**src/rtl/bp_me_io_cmd_arb2_pkg.sv**
```systemverilog
// Shared types for the two-requester host I/O command arbiter.
// The message struct stands in for the processor's cce_mem_msg layout.
package bp_me_io_cmd_arb2_pkg;

  // Kept as a named width so an N-way arbiter can widen the tag later.
  localparam int arb2_src_id_width_lp = 1;

  typedef struct packed {
    logic [3:0]  msg_type;
    logic [2:0]  size;
    logic [39:0] addr;
    logic [63:0] data;
  } bp_cce_mem_msg_s;

  localparam int cce_mem_msg_width_lp = $bits(bp_cce_mem_msg_s);

endpackage

```
**src/rtl/bp_me_io_cmd_arb2_tag_fifo.sv**
```systemverilog
// Source-id FIFO recording which requester owns each in-flight command.
// Zero-latency head read; full/empty use an extra pointer wrap bit, so els_p must be a power of 2.
module bp_me_io_cmd_arb2_tag_fifo #(
  parameter int width_p = 1,
  parameter int els_p   = 4,
  localparam int aw_lp  = $clog2(els_p)
) (
  input  logic               clk,
  input  logic               rst_n,
  input  logic               push,
  input  logic [width_p-1:0] push_dat,
  input  logic               pop,
  output logic [width_p-1:0] head_dat,
  output logic               full,
  output logic               empty
);

  logic [aw_lp:0]     wr_ptr;
  logic [aw_lp:0]     rd_ptr;
  logic [width_p-1:0] mem [els_p];

  always_ff @(posedge clk or negedge rst_n) begin
    if (!rst_n) begin
      wr_ptr <= '0;
      rd_ptr <= '0;
    end else begin
      if (push) wr_ptr <= wr_ptr + (aw_lp+1)'(1);
      if (pop)  rd_ptr <= rd_ptr + (aw_lp+1)'(1);
    end
  end

  // Storage needs no reset: entries are only read once the pointers say they were written.
  always_ff @(posedge clk) begin
    if (push) mem[wr_ptr[aw_lp-1:0]] <= push_dat;
  end

  assign head_dat = mem[rd_ptr[aw_lp-1:0]];
  assign empty    = (wr_ptr == rd_ptr);
  assign full     = (wr_ptr[aw_lp] != rd_ptr[aw_lp]) &&
                    (wr_ptr[aw_lp-1:0] == rd_ptr[aw_lp-1:0]);

endmodule

```
**src/rtl/bp_me_io_cmd_arb2.sv**
```systemverilog
// Round-robin merge of two command streams onto one host link, zero added latency on cmd_o;
// a stalled grant is locked until it transfers, and responses are steered back in command order.
module bp_me_io_cmd_arb2
  import bp_me_io_cmd_arb2_pkg::*;
#(
  parameter int els_p        = 4,
  parameter bit sticky_err_p = 1'b1,
  localparam int cnt_w_lp    = $clog2(els_p+1)
) (
  input  logic                  clk_i,
  input  logic                  reset_n_i,
  input  bp_cce_mem_msg_s [1:0] src_cmd_i,
  input  logic [1:0]            src_cmd_v_i,
  output logic [1:0]            src_cmd_ready_o,
  output bp_cce_mem_msg_s       cmd_o,
  output logic                  cmd_v_o,
  input  logic                  cmd_ready_i,
  input  bp_cce_mem_msg_s       resp_i,
  input  logic                  resp_v_i,
  output logic                  resp_yumi_o,
  output bp_cce_mem_msg_s [1:0] src_resp_o,
  output logic [1:0]            src_resp_v_o,
  input  logic [1:0]            src_resp_ready_i,
  output logic [cnt_w_lp-1:0]   outstanding_o,
  output logic                  error_o
);

  logic                lock_r;
  logic                sel_r;
  logic                rr_last_r;
  logic [cnt_w_lp-1:0] cnt_r;
  logic                error_r;

  logic sel;
  logic sel_v;
  logic stall;
  logic push;
  logic pop;
  logic drop;
  logic resp_live;
  logic fifo_full;
  logic fifo_empty;
  logic head;

  always_comb begin
    if (lock_r)              sel = sel_r;
    else if (&src_cmd_v_i)   sel = ~rr_last_r;
    else                     sel = src_cmd_v_i[1];
  end

  // Outputs are qualified by reset so they fall the moment reset asserts, not at the next edge.
  assign sel_v           = src_cmd_v_i[sel] & reset_n_i;
  assign cmd_o           = src_cmd_i[sel];
  assign cmd_v_o         = sel_v & ~fifo_full;
  assign src_cmd_ready_o = {2{cmd_v_o & cmd_ready_i}} & {sel, ~sel};
  assign push            = cmd_v_o & cmd_ready_i;
  assign stall           = cmd_v_o & ~cmd_ready_i;

  assign resp_live    = resp_v_i & reset_n_i;
  assign src_resp_v_o = (resp_live && !fifo_empty) ? (head ? 2'b10 : 2'b01) : 2'b00;
  assign src_resp_o   = {resp_i, resp_i};
  assign pop          = |(src_resp_v_o & src_resp_ready_i);
  // A response with nothing outstanding is swallowed so the link never wedges.
  assign drop         = resp_live & fifo_empty;
  assign resp_yumi_o  = pop | drop;

  bp_me_io_cmd_arb2_tag_fifo #(
    .width_p (arb2_src_id_width_lp),
    .els_p   (els_p)
  ) tag_fifo (
    .clk      (clk_i),
    .rst_n    (reset_n_i),
    .push     (push),
    .push_dat (sel),
    .pop      (pop),
    .head_dat (head),
    .full     (fifo_full),
    .empty    (fifo_empty)
  );

  always_ff @(posedge clk_i or negedge reset_n_i) begin
    if (!reset_n_i) begin
      lock_r    <= 1'b0;
      sel_r     <= 1'b0;
      rr_last_r <= 1'b1;
      cnt_r     <= '0;
      error_r   <= 1'b0;
    end else begin
      lock_r <= stall;
      if (stall) sel_r     <= sel;
      if (push)  rr_last_r <= sel;
      case ({push, pop})
        2'b10:   cnt_r <= cnt_r + cnt_w_lp'(1);
        2'b01:   cnt_r <= cnt_r - cnt_w_lp'(1);
        default: cnt_r <= cnt_r;
      endcase
      error_r <= sticky_err_p ? (error_r | drop) : drop;
    end
  end

  assign outstanding_o = cnt_r;
  assign error_o       = error_r;

`ifndef SYNTHESIS
  always_ff @(posedge clk_i) begin
    if (reset_n_i) assert (cnt_r <= cnt_w_lp'(els_p));
  end
`endif

endmodule

```
**config.mk**
```make
export PLATFORM = sky130hd
export DESIGN_NAME = bp_me_io_cmd_arb2
export DESIGN_NICKNAME = d
export VERILOG_FILES = /design/src/rtl/bp_me_io_cmd_arb2_pkg.sv /design/src/rtl/bp_me_io_cmd_arb2_tag_fifo.sv /design/src/rtl/bp_me_io_cmd_arb2.sv
export SDC_FILE = /design/constraint.sdc
export NUM_CORES = 1
export LEC_CHECK = 0
export CAP_MARGIN = 10
export CORE_AREA = 2 2 264 266
export DETAILED_ROUTE_END_ITERATION = 8
export DIE_AREA = 0 0 266 268
export SETUP_SLACK_MARGIN = 0.2
export SLEW_MARGIN = 10
export SYNTH_ARGS = -nofsm -noshare
export SYNTH_HDL_FRONTEND = slang
export SYNTH_SLANG_ARGS = --single-unit
```
**constraint.sdc**
```tcl
create_clock -name clk_i -period 2.4 [get_ports clk_i]
set_input_delay 0.24 -clock clk_i [delete_from_list [all_inputs] [get_ports clk_i]]
set_output_delay 0.24 -clock clk_i [all_outputs]
set_load 0.02 [all_outputs]
```
# Word-level counts from Yosys, hierarchy flattened
# Memories as Yosys holds them, arrays and structs flattened.
# Index checks and enable logic that the tools add are counted.
# W data, S select, Z words.
[classes]
n_bitwise = 14
n_addsub = 4
muxes = 11
n_lt_le_gt_ge = 1
eq_ne = 5
reduce_logical = 6
[op_table]
columns = ["cell", "n"]
rows = [
  ["$mux W111", 2],
  ["$add A3 B1 Y3 const B", 3],
  ["$and A1 B1 Y1", 6],
  ["$mux W1", 6],
  ["$pmux W3 S2", 1],
  ["$and A2 B2 Y2", 2],
  ["$mux W2", 2],
  ["$not A1 Y1", 4],
  ["$eq A3 B3 Y1", 1],
  ["$sub A3 B1 Y3 const B", 1],
  ["$eq A2 B1 Y1 const B", 1],
  ["$eq A2 B2 Y1", 1],
  ["$eq A2 B2 Y1 const B", 1],
  ["$logic_and A1 B1 Y1", 2],
  ["$lt A1 B2 Y1 const B", 1],
  ["$or A1 B1 Y1", 2],
  ["$reduce_and A2 Y1", 1],
  ["$reduce_bool A2 Y1", 1],
  ["$reduce_or A2 Y1", 1],
  ["$logic_not A1 Y1", 1],
  ["$ne A1 B1 Y1", 1],
]
[totals]
word_cells = 49
input_bits = 341
output_inout_bits = 343
ram_bits = 4
regBits = 13
mem_count = 1
[mem_list]
columns = ["name", "depth", "width", "rd", "rd_ports_with_merged_regs", "write_ports", "line", "rtl"]
rows = [
  ["tag_fifo.mem", 4, 1, 1, 0, 1, "bp_me_io_cmd_arb2_tag_fifo.sv:20", "logic [width_p-1:0] mem [els_p];"],
]

# Depth between registers and ports, before layout
[logic_depth]
word_depth = 10
ltp_mapped = 8
ltp_nobuf = 8

# By module
# From an unflattened synthesis, not the netlist that was laid out.
[unflattened]
hier_cells = 422
hier_area_um2 = 3956.3
[by_module_without_submodules]
columns = ["mod", "seq_area_each_um2", "area_each_um2", "n_inst", "cells_per_inst"]
rows = [
  ["bp_me_io_cmd_arb2", 176.4, 3470.8, 1, 387],
  ["bp_me_io_cmd_arb2_tag_fifo", 270.3, 485.5, 1, 35],
]

# Worst setup path after synthesis
# Ideal clock, no wire load.
[synth_timing]
path_kind = "register -> register"
startpoint = "register tag_fifo.rd_ptr[0]"
endpoint = "register cnt_r[2], in the netlist outstanding_o[2]"
path_slack_ps = 45
stages_incl_launch_ff = 9
period_less_slack_ps = 2355
arrival_ps = 2225
setup_time_ps = 130
path_buffers = 0
cell_sequence = "dfrtp_1 mux4_2 mux2i_2 nor2_2 ha_1 fa_1 xnor2_1 nor2_1 xor2_1"
[synth_between]
elab_chain_cells = 8
[synth_rtl]
columns = ["element", "line", "rtl"]
rows = [
  ["start, declared", "bp_me_io_cmd_arb2_tag_fifo.sv:19", "logic [aw_lp:0] rd_ptr;"],
  ["start signal, assigned", "bp_me_io_cmd_arb2_tag_fifo.sv:28", "if (pop) rd_ptr <= rd_ptr + (aw_lp+1)'(1);"],
  ["branches (longest 8 deep; another with $mem_v2 Z4 W1)", "-", ""],
  ["end signal, assigned", "bp_me_io_cmd_arb2.sv:93", "2'b10: cnt_r <= cnt_r + cnt_w_lp'(1);"],
  ["end signal, assigned", "bp_me_io_cmd_arb2.sv:94", "2'b01: cnt_r <= cnt_r - cnt_w_lp'(1);"],
  ["end signal, assigned", "bp_me_io_cmd_arb2.sv:95", "default: cnt_r <= cnt_r;"],
  ["end, declared", "bp_me_io_cmd_arb2.sv:31", "logic [cnt_w_lp-1:0] cnt_r;"],
]
# Parallel ways; which one is timed is not known.
# A chain may end at the register's enable or synchronous reset.

==> impl_metrics.yaml <==
status:
  outcome: "finished, final reports clean"
hold_path:
  hp-class: "reg2reg"
synthesis:
  seq_area_frac_synth_pct: 11.4
  syn_area_per_cell_um2: 9.30
  synth_nets: 770
  synthCells: 422
  synth_seq_cells: 17
  yosysWarnings: 0
  netlist_area_mm2: 0.00392
  yosysUniqueCellTypes: 31
routing:
  drt_iter0_markers: 66
  antenna_left: 0
  routedWlPerCell_um: 17.2
  via_count: 3580
  via_per_inst: 2.45
  drc_errors: 0
  firstDrtPassIters: 4
  wirelength_um: 25200
power:
  internal-power_uw: 2510
  comb_power_share_pct: 80.0
  switching_share_pct: 42.1
  p_switching_uw: 1820
  leakage_uw: 0.00265
  p_total_uw: 4330
  p_per_area_mw_per_mm2: 618
  p_seq_share_pct: 12.2
  peakVddDrop_v: 0.000345
  clockPowerShare_pct: 7.8
timing:
  holdWs_ps: 471
  slew-limit-headroom_pct: 72.5
  period_needed_ps: 2350
  setup_viol: 0
  fin_tns_setup_ps: 0
  max_freq_ghz: 0.426
  fin_crit_sh_pct: 97.8
  finalHoldViolCount: 0
  rsz0062_at_grt: "yes"
  skew_ps: 4.13
  slew_viol_final: 0
  worst_slew_pin_slew_ps: 412
clock_tree:
  cts_buffers: 3
  htree_levels: 1
  cts_sinks: 17
  clk_path_buf_depth: 2
  cts_tree: "built"
  clk_latency_ps: 250
  clk_pin_slew_ps: 50
  cts-root-buf: "clkbuf_16"
floorplanning:
  dieArea_mm2: 0.0713
  fp.dieW_um: 266
  start_util_pct: 5.75
  core_area_mm2: 0.0682
  rows: 96
  chipHeight_um: 268
  ios: 684
cells_and_area:
  final_util_pct: 10.3
  drive_gt1_share_pct: 46.1
  filler_cell_count: 7873
  areaGrowthSynthToFinish_pct: 78.8
  fin_area_mm2: 0.00701
  nNetsFinal: 926
critical_path:
  crit_type: "reg2out"
  max_stage_delay_ps: 530
  path_cells: "nand2_1 > nand2_1 > o21a_4 > buf_12 > buf_4 > mux2_2 > dlygate4sd2_1"
  critPathSlowestCell: "dfstp_2"
  crit_top_cell: "nand2_1"
  crit_required_ps: 2160
  cp_max_fo: 17
  worst_ep_arrival_time_ps: 2110
  setup.worst_path.start_class: "flip-flop"
  cp-end-kind: "output port"
global_routing:
  grt_pass1_vias: 4002
  grt_max_degree: 29
  grt_remaining_overflow: 0
  grt_use_total_pct: 6.68
  antenna_found_initial: 19
  grt_pass1_wl_um: 32600
placement:
  dp_hpwl_um: 22700
  io_buffer_count: 350
  gp_congestion: 0.856
  placed_area_mm2: 0.00707
run:
  maxCapViolCount: 0
## sequential cells by signal (all words and copies together), names as in the netlist
| register | count |
|---|---|
| error_o | 1 |
| outstanding_o | 3 |
| tag_fifo.mem | 4 |
| tag_fifo.wr_ptr | 3 |
| lock_r | 1 |
| tag_fifo.rd_ptr | 3 |
| rr_last_r | 1 |
| sel_r | 1 |
## final cells by class
type	count	area, um^2	share of cell area [%]
multi-input combinational	164	1770	25.2
antenna	2	5.00	0.0714
clock buffer	4	78.8	1.12
inverter	6	22.5	0.321
tap	882	1100	15.7
timing repair buffer	386	3590	51.2
sequential	17	447	6.37
## placed cells by master, fill, tap and decap left out, types with 2 or more instances in the layout
| cell type | n |
|---|---|
| clkbuf_16 | 3 |
| buf_2 | 9 |
| and3_1 | 3 |
| mux2_4 | 8 |
| nor2_1 | 5 |
| xor2_1 | 6 |
| buf_4 | 60 |
| clkdlybuf4s15_2 | 9 |
| diode_2 | 2 |
| mux2_2 | 109 |
| clkdlybuf4s50_1 | 232 |
| edfxtp_1 | 4 |
| clkbuf_2 | 32 |
| nand2_1 | 4 |
| buf_6 | 19 |
| dfrtp_1 | 12 |
| inv_1 | 6 |
| buf_8 | 3 |
| nor2_2 | 2 |
| dlymetal6s2s_1 | 2 |
| buf_12 | 3 |
| xnor2_1 | 5 |
| ha_1 | 5 |
| dlygate4sd2_1 | 15 |
## metal layers
layer  share of wire, %  GRT usage [%]  vias to the layer above
met5               0.44          0.676                        -
met4                3.2           1.79                        8
met3                 18           4.94                       82
met2                 44           10.7                      456
met1                 34           6.87                     1539
li1                   -              -                     1495
## worst max-delay path, delay by kind of cell (launching register included)
kind | cells | cell delay (ps)
AO/OA/AOI/OAI | 1 | 140
AND/OR/NAND/NOR | 2 | 130
multiplexers | 1 | 330
buffers and inverters | 3 | 670
flip-flops | 1 | 530
## synthesized netlist by cell type
cell	n	area (um^2)
buf_4	222	1670
mux2_2	116	1310
buf_2	12	60.1
dfrtp_1	12	300
ha_1	6	75.1
inv_1	6	22.5
nor2_1	6	22.5
xor2_1	6	52.6
xnor2_1	5	43.8
edfxtp_1	4	120
nand2_1	4	15.0
and3_1	3	18.8
o21a_1	2	15.0
a21oi_1	1	5.00
clkbuf_1	1	3.75
dfstp_2	1	26.3
fa_1	1	20.0
mux2_4	1	15.0
mux2i_2	1	13.8
mux4_2	1	22.5
nand3_2	1	10.0
nand4_1	1	6.26
nor2_2	1	6.26
nor3_1	1	5.00
nor3b_1	1	7.51
o21ai_0	1	5.00
o21bai_1	1	7.51
o311ai_4	1	26.3
o32a_1	1	10.0
o32ai_1	1	8.76
or3_1	1	6.26
## metrics by stage
stage	std cells	setup WS [ps]
2_1_floorplan	422	89.9
3_3_place_gp	1450	-270
3_5_place_dp	1450	-257
4_1_cts	1454	-2.43
5_1_grt	1459	-28.3
6_report	1461	51.7
## kinds of logic after synthesis
family	Yosys count	share of synthesized area [%]
buffers and inverters	241	44.7
muxes	119	34.6
and+or+nand+nor	19	2.49
AOI/OAI and AO/OA	8	1.98
DFF	17	11.4
adders and majority gates	7	2.42
xor gates and xnor gates	11	2.46
## timing repair
action                                  CTS  global route
pin swaps                                 0             4
hold buffers                              0             0
setup buffers                             0             5
gates resized for setup                 271           148
gates cloned                              0             0
endpoints found under the setup margin  115           117
## worst paths after layout
| check | startpoint | to | slack [ps] | depth (start not counted) |
|---|---|---|---|---|
| max | rr_last_r | cmd_o[31] | 50 | 7 |
| min | outstanding_o[2] | outstanding_o[2] | 470 | 1 |
| max reg2reg | tag_fifo.rd_ptr[0] | outstanding_o[1] | 70 | 6 |
| min reg2reg | outstanding_o[2] | outstanding_o[2] | 470 | 1 |
| max in group asynchronous | reset_n_i | rr_last_r | 1630 | 3 |
| min in group asynchronous | reset_n_i | error_o | 530 | 3 |
## power by group through the flow
stage	sequential, uW	clock (uW)	combinational (uW)
after floorplan	567	0	2270
after global placement	530	0	3560
after detailed placement	535	0	3590
after CTS	531	348	3440
after global routing	548	362	3710
final	527	339	3470
Power figures use the tool's default switching activity.
